<file path="config.mk">
export PLATFORM = sky130hd
export DESIGN_NAME = mips_register_file
export DESIGN_NICKNAME = d
export VERILOG_FILES = /design/src/rtl/mips_register_file.sv
export SDC_FILE = /design/constraint.sdc
export NUM_CORES = 2
export LEC_CHECK = 0
export CORE_MARGIN = 10
export CORE_UTILIZATION = 60
export CTS_BUF_LIST = sky130_fd_sc_hd__clkbuf_8
export CTS_CLUSTER_DIAMETER = 60
export CTS_CLUSTER_SIZE = 24
export DETAILED_ROUTE_END_ITERATION = 7
export HOLD_SLACK_MARGIN = 0.05
export PLACE_DENSITY = 0.84
export RECOVER_POWER = 25
export SLEW_MARGIN = 25
export SYNTH_ARGS = -nofsm -noshare
export SYNTH_HDL_FRONTEND = slang
export SYNTH_SLANG_ARGS = --single-unit
</file>
<file path="constraint.sdc">
create_clock -name clk -period 8.3 [get_ports clk]
set_input_delay 1.66 -clock clk [delete_from_list [all_inputs] [get_ports clk]]
set_output_delay 1.66 -clock clk [all_outputs]
set_load 0.03 [all_outputs]
</file>
<file path="src/rtl/mips_register_file.sv">
// 32 x 32 MIPS register file: two combinational read ports, one synchronous write port, $0 hardwired to zero.
// Optional macro REGFILE_WRITE_BYPASS_EN forwards same-cycle write data to matching read ports.
module mips_register_file #(
    parameter int DATA_W = 32,
    parameter int ADDR_W = 5
) (
    input  logic              clk,
    input  logic              rst_n,
    input  logic              reg_write,
    input  logic [ADDR_W-1:0] rs_addr,
    input  logic [ADDR_W-1:0] rt_addr,
    input  logic [ADDR_W-1:0] rd_addr,
    input  logic [DATA_W-1:0] write_data,
    output logic [DATA_W-1:0] rs_data,
    output logic [DATA_W-1:0] rt_data
);

    localparam int DEPTH = 1 << ADDR_W;

    logic [DATA_W-1:0] regs_q [DEPTH];
    logic [DATA_W-1:0] regs_d [DEPTH];
    logic              wr_en;

    // Writes to $0 are dropped here so entry 0 keeps its reset value forever.
    assign wr_en = reg_write && (rd_addr != '0);

    always_comb begin
        // NOTE: every element gets a default before the conditional update, so no latch is inferred.
        regs_d = regs_q;
        if (wr_en) begin
            regs_d[rd_addr] = write_data;
        end
    end

    // NOTE: the array is reset asynchronously on purpose -- reads must never expose X, and
    // clearing must be visible at once while rst_n is low, not at the next edge.
    always_ff @(posedge clk or negedge rst_n) begin
        if (!rst_n) begin
            for (int i = 0; i < DEPTH; i++) begin
                regs_q[i] <= '0;
            end
        end else begin
            // NOTE: state updates use <= so every entry samples regs_d from the same edge.
            regs_q <= regs_d;
        end
    end

    function automatic logic [DATA_W-1:0] read_port(input logic [ADDR_W-1:0] addr);
        logic [DATA_W-1:0] value;
        value = '0;
        if (addr != '0) begin
`ifdef REGFILE_WRITE_BYPASS_EN
            if (rst_n && wr_en && (addr == rd_addr)) begin
                value = write_data;
            end else begin
                value = regs_q[addr];
            end
`else
            value = regs_q[addr];
`endif
        end
        return value;
    endfunction

    assign rs_data = read_port(rs_addr);
    assign rt_data = read_port(rt_addr);

endmodule

</file>
==> flow_metrics.tcl <==
set metrics [dict create \
    status "finished, violations left" \
    violations "capacitance limit, slew limit" \
    h-tree-depth 3 \
    worst_path_max_delay_cell "clkdlybuf4s50_1" \
    syn_area_per_cell_um2 14.9 \
    fillers 6263 \
    ys_async_sr_fraction_pct 100 \
    cts_sinks 1024 \
    hp-class "reg2reg" \
    finalSetupTns_ns 0 \
    synth_xor_xnor_area_share_pct 0 \
    areaGrowthSynthToFinish_pct 6.29 \
    synth_top_family_by_area "multiplexers" \
    placed_cells 4605 \
    grt_first_pass_wirelength_mm 239 \
    r2r_setup_slack_ns 7.48 \
    path_max_fanout 17 \
    endpoint_kind "primary output" \
    drc 0 \
    first_pass_iters 5 \
    ys_seq_area_share_pct 47.2 \
    cts_root_buf "clkbuf_8" \
    yosysMostFrequentCell "dfrtp_1" \
    p_leak_nw 24.9 \
    path_clk_slew_ns 0.10 \
    synth_warnings 0 \
    reg_top3 "regs_q: 1024 flops" \
    grt_antenna_before_repair 11 \
    criticalPathCategory "in2out" \
    ctsHoldBuffers 0 \
    holdPathStages 0 \
    top_register "regs_q" \
    drive_gt1_share_pct 48.6 \
    numCtsBuffers 69 \
    ys.flop_type "dfrtp_1" \
    setup_viol 0 \
    hold_start "regs_q[1015]" \
    start_kind "input port" \
    largest_register_ffs 1024 \
    maxCapViolations 4 \
    ff_latch_area_mm2 0.0256 \
    synthSimpleGateAreaFrac_pct 1.87 \
    synthMuxAreaShare_pct 43.0 \
    fp.dieW_um 321 \
    grt_pass1_vias 36211 \
    die_h_um 321 \
    netlist.area_leader.share_pct 47.2 \
    final_nets 3552 \
    r2r_end "regs_q[32]" \
    max_stage_delay_ns 0.82 \
    ff2ff_path_depth 1 \
    utilization_pct 64.2 \
    cts_setup_buffers 0 \
    synth_compound_area_share_pct 4.44 \
    timing.rr.start "regs_q[32]" \
    synthAdderAreaFrac_pct 0 \
    vias_per_cell 7.46 \
    netlist_instances 3649 \
    routabilityCongestion 0.846 \
    grt_overflow 0 \
    synth_edf_count 0 \
    worstHoldEndpoint "regs_q[1015]" \
    drt-initial-drc-count 4620 \
    grt_start_max_net_pins 179 \
    pwr_density_cell_mw_per_mm2 219 \
    ant_nets 0 \
    crit_chain "clkdlybuf4s50_1, buf_4, or3_2, buf_4, o22ai_1, a2111oi_0, nor3_1, clkdlybuf4s50_1" \
    hold_violations 0 \
    worstMarginPinSlew_ns 3.57 \
    period_share_pct 86.5 \
    wl_per_cell_um 33.7 \
    clock_latency_ns 0.76 \
    cts_tree "built" \
    finClkSkew_ns 0 \
    fin_cells 4736 \
    maxSlewHeadroom_pct -138 \
    ys_ff_latch 1024 \
    routed_wl_mm 160 \
    cts_resized 0 \
    synth.distinct_cells 41 \
    row_count 110 \
    track_usage_pct 31.0 \
    netlist_area_mm2 0.0543 \
    syn-num-nets 3699 \
    period_needed_ns 7.18 \
    rsz0062_at_grt "false" \
    die_area_mm2 0.103 \
    core_area_mm2 0.0899 \
    arrival_ns 5.52 \
    start_util_pct 60.4 \
    io_buffers 113 \
    place_hpwl_mm 92.9 \
    yosys-top-cells-area "dfrtp_1 (47%), mux2_2 (21%), mux4_2 (17%)" \
    ir_drop_uv 114 \
    pin_count 114 \
    slew_viol_final 218 \
    synth_top_area_cell "dfrtp_1" \
    max_freq_ghz 0.139 \
    finalPower_w 0.0126 \
    synth_common_cells "dfrtp_1 (1024), mux2_2 (1023), mux4_2 (411), mux2i_1 (250), clkbuf_1 (231)" \
    vias 35345 \
    multi_input_area_mm2 0.0270 \
    worst_ep_required_time_ns 6.64 \
    cts.path.max_buffers 3 \
]
-- per-layer routing --
| metal | track usage (%) | wire, um | up-vias |
|---|---|---|---|
| li1 | - | - | 13816 |
| met1 | 41.3 | 61000 | 18775 |
| met2 | 46.5 | 72000 | 2241 |
| met3 | 9.65 | 19000 | 499 |
| met4 | 13.8 | 7600 | 14 |
| met5 | 0 | 99 | - |
-- per-stage QoR --
step,hold WS [ns],cell area [um^2],setup slack (ns)
after floorplan,0.441,54300,2.87
after global placement,0.380,56100,1.20
after detailed placement,0.385,56200,1.23
after CTS,0.412,57700,1.21
after global routing,0.425,57700,0.931
final,0.415,57700,1.12
-- placed cells by master (no fill, tap or decap), types with 15 or more instances in the layout --
cell                n
and2_1             15
mux2i_1           250
buf_2              21
mux4_2            411
a22oi_1            66
o22ai_1            47
dfrtp_1          1024
clkdlybuf4s50_1    84
a22o_1             52
a21oi_1            35
nor2b_1            37
buf_4              82
a211oi_1           48
a2111oi_0          24
mux2_2           1023
clkbuf_8           76
nor3_1             45
o221ai_1           26
-- worst max path at each step --
stage / from / end / slack, ns / depth (start not counted)
after detailed placement: rt_addr[3] / rt_data[17] / 1.23 / 6
after global placement: rt_addr[3] / rt_data[1] / 1.20 / 8
after floorplan: rs_addr[1] / rs_data[11] / 2.87 / 9
after CTS: rt_addr[3] / rt_data[17] / 1.21 / 6
after global routing: rst_n / regs_q[772] / 0.93 / 2
final: rt_addr[3] / rt_data[1] / 1.12 / 8
-- layout make-up --
type | count | area share [%]
Antenna cell | 6 | 0.0260
Clock buffer | 75 | 1.79
Clock inverter | 48 | 0.957
Inverter | 1 | 0.00651
Multi-Input combinational cell | 2194 | 46.8
Sequential cell | 1024 | 44.4
Tap cell | 1176 | 2.55
Timing Repair Buffer | 212 | 3.41
-- worst max-delay path, delay by kind of cell --
family,cells,cell delay [ns]
buffers and inverters,4,2.14
and+or+nand+nor,2,1.41
AOI/OAI and AO/OA,2,0.30
-- power by group --
part | leakage (nW) | internal, W | switching (W)
logic | 10.9 | 0.00178 | 0.00128
registers | 13.1 | 0.00593 | 0.000736
clock network | 0.782 | 0.00103 | 0.00185
-- cells by family after synthesis --
kind of cell / count (synthesis)
AOI/OAI and AO/OA: 321
buffers and inverters: 431
DFF: 1024
muxes: 1689
and+or+nand+nor: 184
Power figures use the tool's default switching activity.
